<file path="src/rtl/program_loader_pkg.sv">
// Shared FSM state type and byte-stream format constants for the program loader.
package program_loader_pkg;

   typedef enum logic [2:0] {
      ST_IDLE,
      ST_COUNT,
      ST_DATA,
      ST_WRITE,
      ST_CHECK,
      ST_DONE,
      ST_ERROR
   } loader_state_t;

   localparam int COUNT_BYTES    = 4;
   localparam int BYTES_PER_WORD = 4;
   localparam int WORD_BITS      = 8 * BYTES_PER_WORD;
   localparam int BYTE_IDX_W     = $clog2(BYTES_PER_WORD);
   localparam logic [BYTE_IDX_W-1:0] LAST_BYTE_IDX = BYTE_IDX_W'(BYTES_PER_WORD - 1);

endpackage

</file>
<file path="src/rtl/byte_assembler.sv">
// Little-endian shift-in of stream bytes into a word, with a byte position counter.
// word_next exposes the word as it will be once the current byte is shifted in.
module byte_assembler
   import program_loader_pkg::*;
(
   input  logic                 clk,
   input  logic                 reset_n,
   input  logic                 clear,
   input  logic                 shift,
   input  logic [7:0]           byte_in,
   output logic [WORD_BITS-1:0] word,
   output logic [WORD_BITS-1:0] word_next,
   output logic                 last_byte
);

   logic [BYTE_IDX_W-1:0] byte_index;

   // Bytes enter at the top so the first byte ends up least significant.
   assign word_next = {byte_in, word[WORD_BITS-1:8]};
   assign last_byte = (byte_index == LAST_BYTE_IDX);

   always_ff @(posedge clk or negedge reset_n) begin
      if (!reset_n) begin
         word       <= '0;
         byte_index <= '0;
      end else if (clear) begin
         word       <= '0;
         byte_index <= '0;
      end else if (shift) begin
         word       <= word_next;
         byte_index <= byte_index + BYTE_IDX_W'(1);
      end
   end

endmodule

</file>
<file path="src/rtl/program_loader.sv">
// Loads a checksummed byte stream (count, little-endian words, XOR checksum) into
// instruction memory, holding the core in reset until a load completes cleanly.
module program_loader
   import program_loader_pkg::*;
#(
   parameter int data_bits           = 32,
   parameter int memory_size         = 1024,
   parameter int memory_address_bits = $clog2(memory_size)
) (
   input  logic                           clk,
   input  logic                           reset_n,
   input  logic                           start,
   input  logic [7:0]                     byte_in,
   input  logic                           byte_valid,
   output logic                           byte_ready,
   output logic                           mem_write_enable,
   output logic [memory_address_bits-1:0] mem_address,
   output logic [data_bits-1:0]           mem_write_data,
   output logic                           core_hold,
   output logic                           done,
   output logic                           error
);

   // One extra bit so a count equal to memory_size is representable.
   localparam int IW = memory_address_bits + 1;

   loader_state_t        state, state_next;
   logic [IW-1:0]        word_index, word_count;
   logic [7:0]           checksum;
   logic [WORD_BITS-1:0] word, word_next;
   logic                 last_byte, accept, shift, load_start;

   assign accept = byte_valid & byte_ready;
   assign shift  = accept & ((state == ST_COUNT) | (state == ST_DATA));

   byte_assembler u_byte_assembler (
      .clk       (clk),
      .reset_n   (reset_n),
      .clear     (load_start),
      .shift     (shift),
      .byte_in   (byte_in),
      .word      (word),
      .word_next (word_next),
      .last_byte (last_byte)
   );

   always_ff @(posedge clk or negedge reset_n) begin
      if (!reset_n) state <= ST_IDLE;
      else          state <= state_next;
   end

   always_ff @(posedge clk or negedge reset_n) begin
      if (!reset_n) begin
         word_index <= '0;
         word_count <= '0;
         checksum   <= '0;
      end else if (load_start) begin
         word_index <= '0;
         word_count <= '0;
         checksum   <= '0;
      end else begin
         if (shift) checksum <= checksum ^ byte_in;
         if ((state == ST_COUNT) && shift && last_byte) word_count <= word_next[IW-1:0];
         if (state == ST_WRITE) word_index <= word_index + IW'(1);
      end
   end

   always_comb begin
      state_next       = state;
      load_start       = 1'b0;
      byte_ready       = 1'b0;
      mem_write_enable = 1'b0;
      mem_address      = '0;
      mem_write_data   = '0;
      unique case (state)
         ST_IDLE, ST_DONE, ST_ERROR: begin
            if (start) begin
               load_start = 1'b1;
               state_next = ST_COUNT;
            end
         end
         ST_COUNT: begin
            byte_ready = 1'b1;
            if (accept && last_byte) begin
               if (word_next > WORD_BITS'(memory_size)) state_next = ST_ERROR;
               else if (word_next == '0)                state_next = ST_CHECK;
               else                                     state_next = ST_DATA;
            end
         end
         ST_DATA: begin
            byte_ready = 1'b1;
            if (accept && last_byte) state_next = ST_WRITE;
         end
         ST_WRITE: begin
            mem_write_enable = 1'b1;
            mem_address      = word_index[memory_address_bits-1:0];
            mem_write_data   = data_bits'(word);
            if ((word_index + IW'(1)) == word_count) state_next = ST_CHECK;
            else                                     state_next = ST_DATA;
         end
         ST_CHECK: begin
            byte_ready = 1'b1;
            if (accept) state_next = (byte_in == checksum) ? ST_DONE : ST_ERROR;
         end
         default: state_next = ST_IDLE;
      endcase
   end

   assign core_hold = (state != ST_DONE);
   assign done      = (state == ST_DONE);
   assign error     = (state == ST_ERROR);

endmodule

</file>
<file path="config.mk">
export PLATFORM = sky130hd
export DESIGN_NAME = program_loader
export DESIGN_NICKNAME = d
export VERILOG_FILES = /design/src/rtl/program_loader_pkg.sv /design/src/rtl/byte_assembler.sv /design/src/rtl/program_loader.sv
export SDC_FILE = /design/constraint.sdc
export NUM_CORES = 1
export LEC_CHECK = 0
export ABC_CLOCK_PERIOD_IN_PS = 2800
export CELL_PAD_IN_SITES_DETAIL_PLACEMENT = 0
export CELL_PAD_IN_SITES_GLOBAL_PLACEMENT = 1
export CORE_MARGIN = 4
export CORE_UTILIZATION = 40
export CTS_CLUSTER_DIAMETER = 200
export DETAILED_ROUTE_END_ITERATION = 7
export PLACE_DENSITY = 0.81
export SETUP_SLACK_MARGIN = 0.05
export SYNTH_ARGS = -nofsm -noshare
export SYNTH_HDL_FRONTEND = slang
export SYNTH_SLANG_ARGS = --single-unit
export TNS_END_PERCENT = 1
</file>
<file path="constraint.sdc">
create_clock -name clk -period 2.8 [get_ports clk]
set_input_delay 0.28 -clock clk [delete_from_list [all_inputs] [get_ports clk]]
set_output_delay 0.28 -clock clk [all_outputs]
set_load 0.03 [all_outputs]
</file>
==> impl_metrics.csv <==
group,metric,value,unit
run_status,run_status,"finished, final reports clean",
floorplan,site_rows,35,
synthesis,ys.flop_type,"sky130_fd_sc_hd__dfrtp_1",
final_layout,filler_cell_count,852,
grt,grt_max_degree,45,
setup_path,crit_path_max_fanout,32,
synthesis,synthCells,426,
routing,drc,0,
place,place.port_buffers,58,
synthesis,synth_sequential_area_ratio,44.8,%
sta,setup_total_negative_slack,0,ns
cts,clk_transition_reported_paths,0.08,ns
final_layout,share_of_post_route_cells_with_drive_strength_above_1,8.25,%
power_and_ir_drop,power_frac_comb,53.2,%
power_and_ir_drop,leakagePower,2.05,nW
sta,min_tclk_post_route,2.51,ns
grt,grt.overflow.total,0,
run,max-cap-violations,0,
cts,cts_buffers,9,
setup_path,worstPathArrival,2.23,ns
synthesis,synth_largest_type_area_fraction,44.8,%
sta,max_slew.worst_pin.slew,0.560,ns
setup_path,startpoint,"state[1]$_DFFE_PN0P_",
cts,cts_tree,"yes",
grt,antenna_found_initial,0,
power_and_ir_drop,power_density,1260,mW/mm²
setup_path,timing.rr.end,"state[1]$_DFFE_PN0P_",
sta,clock.fmax,0.399,GHz
place,detailed_place_hpwl,6150,µm
routing,via_count,3116,
final_layout,n_antenna_cell,0,
synthesis,synth_edf_count,0,
cts,cts-root-to-sink-buffers,2,
floorplan,boundaryPins,59,
cts,cts_sinks,67,
final_layout,design.final.nets,494,
place,gp_routability_congestion,0.793,
power_and_ir_drop,post-layout-total-power,5.88,mW
sta,skew,0.0104,ns
synthesis,synthesis.area_per_instance,8.78,µm²
sta,slew_headroom,62.6,%
final_layout,instances_no_fill,596,
power_and_ir_drop,p_clk_share,14.0,%
synthesis,async_reset_ff_share,100,%
routing,drt-wirelength-per-cell,14.9,µm
routing,drt-initial-drc-count,162,
grt,grt_pass1_vias,3060,
setup_path,critical_path.endpoint,"mem_write_data[21]",
synthesis,netlist_top_cells_area,"sky130_fd_sc_hd__dfrtp_1 45%, sky130_fd_sc_hd__nand2_1 7.7%, sky130_fd_sc_hd__and2_1 7.0%",
grt,grt_first_pass_wirelength,15200,µm
floorplan,die_width,105,µm
setup_path,crit_required,2.52,ns
floorplan,initial_core_util,40.9,%
cts,cts.htree.levels,3,
floorplan,design.die.area,0.0110,mm²
floorplan,die-height,105,µm
routing,antenna_violating_nets_post_route,0,
final_layout,mostFrequentLayoutCell,"sky130_fd_sc_hd__nand2_1",
power_and_ir_drop,ir_worst_vdd,0.587,mV
floorplan,core-area,0.00915,mm²
synthesis,post-synth-top-area-cell,"sky130_fd_sc_hd__dfrtp_1",
setup_path,reg2reg_depth,7,
synthesis,synth-seq-cells,67,
power_and_ir_drop,p_int,3.19,mW
cts,cts.root.buffer_cell,"sky130_fd_sc_hd__clkbuf_8",
grt,grt.total_usage,16.8,%
final_layout,most-common-layout-cells,"77 x sky130_fd_sc_hd__nand2_1, 65 x sky130_fd_sc_hd__dfrtp_1, 57 x sky130_fd_sc_hd__clkdlybuf4s50_1",
routing,routed_via_density,5.23,
final_layout,syn_to_final_growth,24.4,%
sta,rsz0062_at_grt,"false",
worst_hold_path,worstHoldPathType,"input pin to async pin",
place,post-place-cells,579,
cts,post_cts.repair.setup_buffers,0,
routing,postRouteWirelength,8880,µm
power_and_ir_drop,total_switching_power,2.68,mW
routing,drt_first_pass_iters,4,
setup_path,setup.worst_path.start_class,"flop",
sta,timing_hold_violations_final,0,
sta,finalMaxSlewViolations,0,
setup_path,r2r_slack,0.37,ns
power_and_ir_drop,net_sw_share,45.7,%
sta,finalCritPeriodShare,89.6,%
cts,worst_skew_pair.late_latency,0.34,ns
setup_path,rr_startpoint,"word_index[0]$_DFFE_PN0P_",
setup_path,worst_setup_path_end_kind,"output port",
synthesis,synth.yosys.warnings,0,
power_and_ir_drop,sequentialPowerShare,32.8,%
sta,finalWorstSetupSlack,0.291,ns
synthesis,synth_fp_nets,440,
sta,setup_viol,0,
synthesis,mappedNetlistArea,0.00374,mm²
synthesis,synth.distinct_cells,43,
place,placement.setup.worst_slack,0.386,ns
setup_path,worst-setup-path-type,"flop to output port",
[worst max-delay path: stages (launching register included)]
cell and delay (ns):
sky130_fd_sc_hd__dfrtp_2 0.50, sky130_fd_sc_hd__nand2_1 0.14, sky130_fd_sc_hd__nor2_2 0.12, sky130_fd_sc_hd__buf_4 0.26, sky130_fd_sc_hd__and2_1 0.18, sky130_fd_sc_hd__clkdlybuf4s50_1 0.67
[flip-flops by register name (all words and copies together), names as in the netlist]
| signal | count |
|---|---|
| word_count | 11 |
| u_byte_assembler.byte_index | 2 |
| u_byte_assembler.word | 32 |
| checksum | 8 |
| state | 3 |
| word_index | 11 |
[worst min-delay path by stage]
stage	end	cells after the start	startpoint	slack, ns
3_3_place_gp	word_index[7]$_DFFE_PN0P_	2	reset_n	0.33
4_1_cts	word_index[5]$_DFFE_PN0P_	3	reset_n	0.50
5_1_grt	word_index[5]$_DFFE_PN0P_	3	reset_n	0.53
2_1_floorplan	checksum[0]$_DFFE_PN0P_	0	reset_n	-0.02
6_report	word_index[10]$_DFFE_PN0P_	3	reset_n	0.48
3_5_place_dp	state[0]$_DFFE_PN0P_	2	reset_n	0.32
[metal layers]
layer	global-route usage, %	vias to the layer above	share of wire [%]
met3	3.95	8	3.2
met4	3.09	0	0.82
met1	22.8	1512	47
met5	0	-	0
met2	27.6	63	49
li1	-	1533	-
[cell usage after synthesis (all sizes together), types with 2 or more instances]
| cell | instances |
|---|---|
| inv | 3 |
| nand2b | 3 |
| o22ai | 2 |
| buf | 5 |
| xnor2 | 22 |
| nand4 | 6 |
| nand2 | 77 |
| and2 | 42 |
| nand3b | 2 |
| xor2 | 21 |
| nor3 | 5 |
| a21oi | 42 |
| and3 | 2 |
| nor3b | 2 |
| nor2 | 44 |
| or2 | 3 |
| nor4 | 10 |
| clkbuf | 22 |
| o311ai | 2 |
| ha | 2 |
| dfrtp | 67 |
| nand3 | 6 |
| mux2i | 16 |
| o21ai | 4 |
| o211ai | 3 |
| and4 | 2 |
[per-stage QoR]
stage	area, µm²	hold WS [ns]	util [%]
detailed placement	4440	0.320	48.5
global placement	4440	0.328	48.5
CTS	4650	0.501	50.9
global route	4660	0.532	50.9
finish	4660	0.483	50.9
floorplan	3740	-0.0156	-
[what timing repair did]
item,in CTS,in global routing
setup endpoints to repair,0,36
hold endpoints to repair,23,0
hold buffers,1,0
gates resized for setup,0,2
[cell families after synthesis]
kind of cell / synth area share, %
AND/OR/NAND/NOR: 27.5
AO/OA/AOI/OAI: 9.36
adder cells (fa/ha/maj): 0.669
flip-flops: 44.8
multiplexers: 4.28
buffers and inverters: 3.34
XOR/XNOR: 10.1
[power by group through the flow]
stage	registers (mW)	logic, mW	clock network (mW)
2_1_floorplan	1.68	2.36	0
3_3_place_gp	1.93	3.10	0
3_5_place_dp	1.94	3.15	0
4_1_cts	1.92	3.17	0.846
5_1_grt	2.00	3.44	0.891
6_report	1.93	3.13	0.824
[layout make-up]
| class | instances | area (µm²) | share of cell area [%] |
|---|---|---|---|
| flip-flops and latches | 67 | 1680 | 36.1 |
| inverters | 3 | 11.3 | 0.242 |
| multi-input cells | 329 | 1960 | 42.0 |
| well taps | 111 | 139 | 2.98 |
| repair buffers | 70 | 668 | 14.3 |
| clock inverters | 4 | 48.8 | 1.05 |
| clock buffers | 12 | 155 | 3.33 |
Power figures use the tool's default switching activity.
==> edit 1, RTL diff (config.mk and constraints unchanged) <==
`data_bits`: 32 -> 16.
--- a/src/rtl/program_loader.sv
+++ b/src/rtl/program_loader.sv
@@ -3,7 +3,7 @@
 module program_loader
    import program_loader_pkg::*;
 #(
-   parameter int data_bits           = 32,
+   parameter int data_bits           = 16,
    parameter int memory_size         = 1024,
    parameter int memory_address_bits = $clog2(memory_size)
 ) (
Interface: changed (resized mem_write_data); port bits go from 59 to 43. No check against the original RTL was run, so the function may have changed too.
==> edit 1 against the original RTL <==
Routed wire length shrank 7.2%; non-clock buffer count is 20 lower; sequential cell count is the same; via count down 6.3%; area after synthesis down 2.9%; cell area shrank 5.4%; total power fell by 8.1%; first-iteration DRC count is 31% lower; setup slack lost 48 ps; combinational power fell by 18%; sequential share of layout area rose by 2.0 points; critical path depth is the same; hold slack lost 470 ps; global-route usage is 0.19 points lower; critical path type unchanged.
==> edit 1: results (changes against the original RTL) <==
critical_path:
  worst-endpoint-arrival_ps: 2280  # +50 ps
  path_max_fanout: 34  # +6.3%
  crit_end: "mem_address[8]"
sta:
  skew_ps: 19.55  # +9.169 ps
  finalCritPeriodShare: 0.9132  # +0.01716
  slew_headroom: 0.4818  # -0.1445
routing:
  viasPerCell: 5.244  # +0.31%
  drt_iter0_markers: 112  # -31%
  drt_wl_total_mm: 8.242  # -7.2%
place:
  gp_congestion: 0.8127  # +2.5%
  placed_area_um2: 4167  # -6.2%
  port_buffers: 42  # -28%
  hpwl_mm: 5.596  # -9.0%
  dp_cells: 541  # -6.6%
layout:
  final_net_count: 458  # -7.3%
  multi_input_area_um2: 1856  # -5.1%
  drive_gt1_frac: 0.08241  # about the same
  fin_cells: 557  # -6.5%
  fillCellCount: 834  # -2.1%
synth:
  synth_common_cells: "nand2_1, dfrtp_1, nor2_1"
  syn_nets: 422  # -4.1%
  synthXorXnorAreaFrac: 0.1036  # +0.002979
  synth_compound_area_frac: 0.09639  # +0.002771
  syn_avg_cell_area_um2: 8.909  # +1.4%
  synth_fa_ha_area_frac: 0.006885  # +0.0001980
  synth.area.top_cells: "dfrtp_1, nand2_1, a21oi_1"
  yosysSeqAreaShare: 0.4613  # +0.01326
run_status:
  status: "complete, no violations"
clocking:
  cts_setup_buffers: 0  # unchanged
  cts_resized: 0  # unchanged
  root_buffer: "clkbuf_8"
power_and_ir_drop:
  clockPowerShare: 0.174  # +0.034
  switching_share: 0.4309  # -0.02571
  p_comb_frac: 0.475  # -0.057
  cellLeakagePower_uw: 0.001944  # -5.0%
  pwr.group.clock_uw: 939  # +14%
  max-vdd-ir-drop_uv: 430.6  # -27%
grt:
  grt_pass1_vias: 2949  # -3.6%
  grt_max_degree: 44  # -2.2%
  grt_pass1_wl_mm: 14.10  # -7.4%
  grt_usage: 0.1661  # -0.001896
[edit 1: cell type report]
cell class              count  share of cell area
clock buffers              13             0.03833
clock inverters             3             0.01562
inverters                   3            0.002555
multi-input cells         313              0.4211
flip-flops and latches     67              0.3810
well taps                 108             0.03066
repair buffers             50              0.1107
[edit 1: per-layer routing]
metal  vias up  global-route usage  share of wire
li1       1445                   -              -
met1      1418              0.2137           0.45
met2        54              0.2802           0.50
met3         4             0.03890          0.038
met4         0             0.04781         0.0057
met5         -                   0              0
[edit 1: worst min path at each step]
stage	slack, ps	cells past startpoint	endpoint	start
after CTS	20	1	word_index[5]$_DFFE_PN0P_	reset_n
after floorplan	-20	0	checksum[0]$_DFFE_PN0P_	reset_n
after global placement	400	1	word_index[9]$_DFFE_PN0P_	reset_n
after detailed placement	410	1	word_index[9]$_DFFE_PN0P_	reset_n
final	10	1	word_index[5]$_DFFE_PN0P_	reset_n
after global routing	50	1	word_index[5]$_DFFE_PN0P_	reset_n
==> edit 2, RTL diff (same flow settings) <==
Without the edit above. Reset style: synchronous (`reset_n`), changed in 3 clocked blocks.
--- a/src/rtl/byte_assembler.sv
+++ b/src/rtl/byte_assembler.sv
@@ -19,7 +19,7 @@
    assign word_next = {byte_in, word[WORD_BITS-1:8]};
    assign last_byte = (byte_index == LAST_BYTE_IDX);
 
-   always_ff @(posedge clk or negedge reset_n) begin
+   always_ff @(posedge clk) begin
       if (!reset_n) begin
          word       <= '0;
          byte_index <= '0;
--- a/src/rtl/program_loader.sv
+++ b/src/rtl/program_loader.sv
@@ -44,12 +44,12 @@
       .last_byte (last_byte)
    );
 
-   always_ff @(posedge clk or negedge reset_n) begin
+   always_ff @(posedge clk) begin
       if (!reset_n) state <= ST_IDLE;
       else          state <= state_next;
    end
 
-   always_ff @(posedge clk or negedge reset_n) begin
+   always_ff @(posedge clk) begin
       if (!reset_n) begin
          word_index <= '0;
          word_count <= '0;
Check against the original RTL: differs if reset_n is asserted again (counterexample within 4 cycles, from zero or initial values and one cycle with reset_n low); with reset_n held inactive, the same outputs for 10 cycles.
==> edit 2 against the original RTL <==
Routed wire length fell by 5.9%; cell area fell by 5.7%; setup slack worse by 120 ps; global-route usage is 0.37 points higher; synthesized cell count grew 0.94%; area after synthesis decreased by 9.3%; sequential cell count is the same; first-iteration DRC count shrank 52%; non-clock buffer count decreased by 5; final cell count is 1.0% lower; register-to-register slack better by 200 ps; critical endpoint is now mem_write_data[0]; largest cell class unchanged.
Power is not compared: it rests on default switching activity, and its combinational part moved more than twofold at a synthesized area within 25%.
==> edit 2: results (changes against the original RTL) <==
routing:
  dr_wl_met2_mm: 4.210  # -3.1%
  viasPerCell: 5.131  # -1.9%
sta:
  whs_ps: 454.5  # -28.42 ps
  tightest_slew_ps: 579.3  # +18.80 ps
synth:
  synthXorXnorAreaFrac: 0.1032  # +0.002534
  synth_flop_cell: "dfxtp_1"
  ys_types: 42  # -2.3%
  synth.area.top_cells: "dfxtp_1, nand2_1, and2_1"
  synth_mux_area_frac: 0.03537  # -0.007423
  yosysSeqAreaShare: 0.3950  # -0.05302
  async_reset_ff_frac: 0  # -1.000
grt:
  use_met1: 0.2135  # -0.01492
  grt_max_degree: 43  # -4.4%
  grt_pass1_wl_mm: 13.90  # -8.7%
  grt_use_met2: 0.2987  # +0.02232
layout:
  fillCellCount: 789  # -7.4%
  drive_gt1_frac: 0.05773  # -0.02474
critical_path:
  worst-endpoint-arrival_ps: 2350  # +120 ps
  r2r-end: "state[1]$_SDFFE_PN0P_"
  path_max_fanout: 11  # -66%
hold_path:
  hold_path.class: "reg -> reg"
run_status:
  status: "complete, no violations"
clocking:
  holdBufCountCts: 0  # -1
place:
  hpwl_mm: 5.928  # -3.6%
  pre_cts_slack_ps: 353.9  # -32.23 ps
  gp_congestion: 0.8799  # +11%
edit 2: worst max-delay path by stage:
| stage | end | startpoint | slack (ps) | cells after the start |
|---|---|---|---|---|
| 2_1_floorplan | state[1]$_SDFFE_PN0P_ | word_index[0]$_SDFFE_PP0P_ | 870 | 7 |
| 3_3_place_gp | state[1]$_SDFFE_PN0P_ | byte_in[0] | 370 | 7 |
| 3_5_place_dp | state[1]$_SDFFE_PN0P_ | byte_in[0] | 350 | 7 |
| 4_1_cts | mem_write_data[24] | state[2]$_SDFFE_PN0P_ | 110 | 6 |
| 5_1_grt | mem_write_data[0] | state[2]$_SDFFE_PN0P_ | 50 | 6 |
| 6_report | mem_write_data[0] | state[2]$_SDFFE_PN0P_ | 170 | 6 |
edit 2: area by class of cell:
type	instances	area, um^2	share of cell area
multi-input cells	332	1907	0.4344
flip-flops and latches	67	1341	0.3056
repair buffers	65	748.2	0.1705
well taps	105	131.4	0.02993
clock buffers	12	145.1	0.03307
clock inverters	4	97.59	0.02223
inverters	5	18.77	0.004276
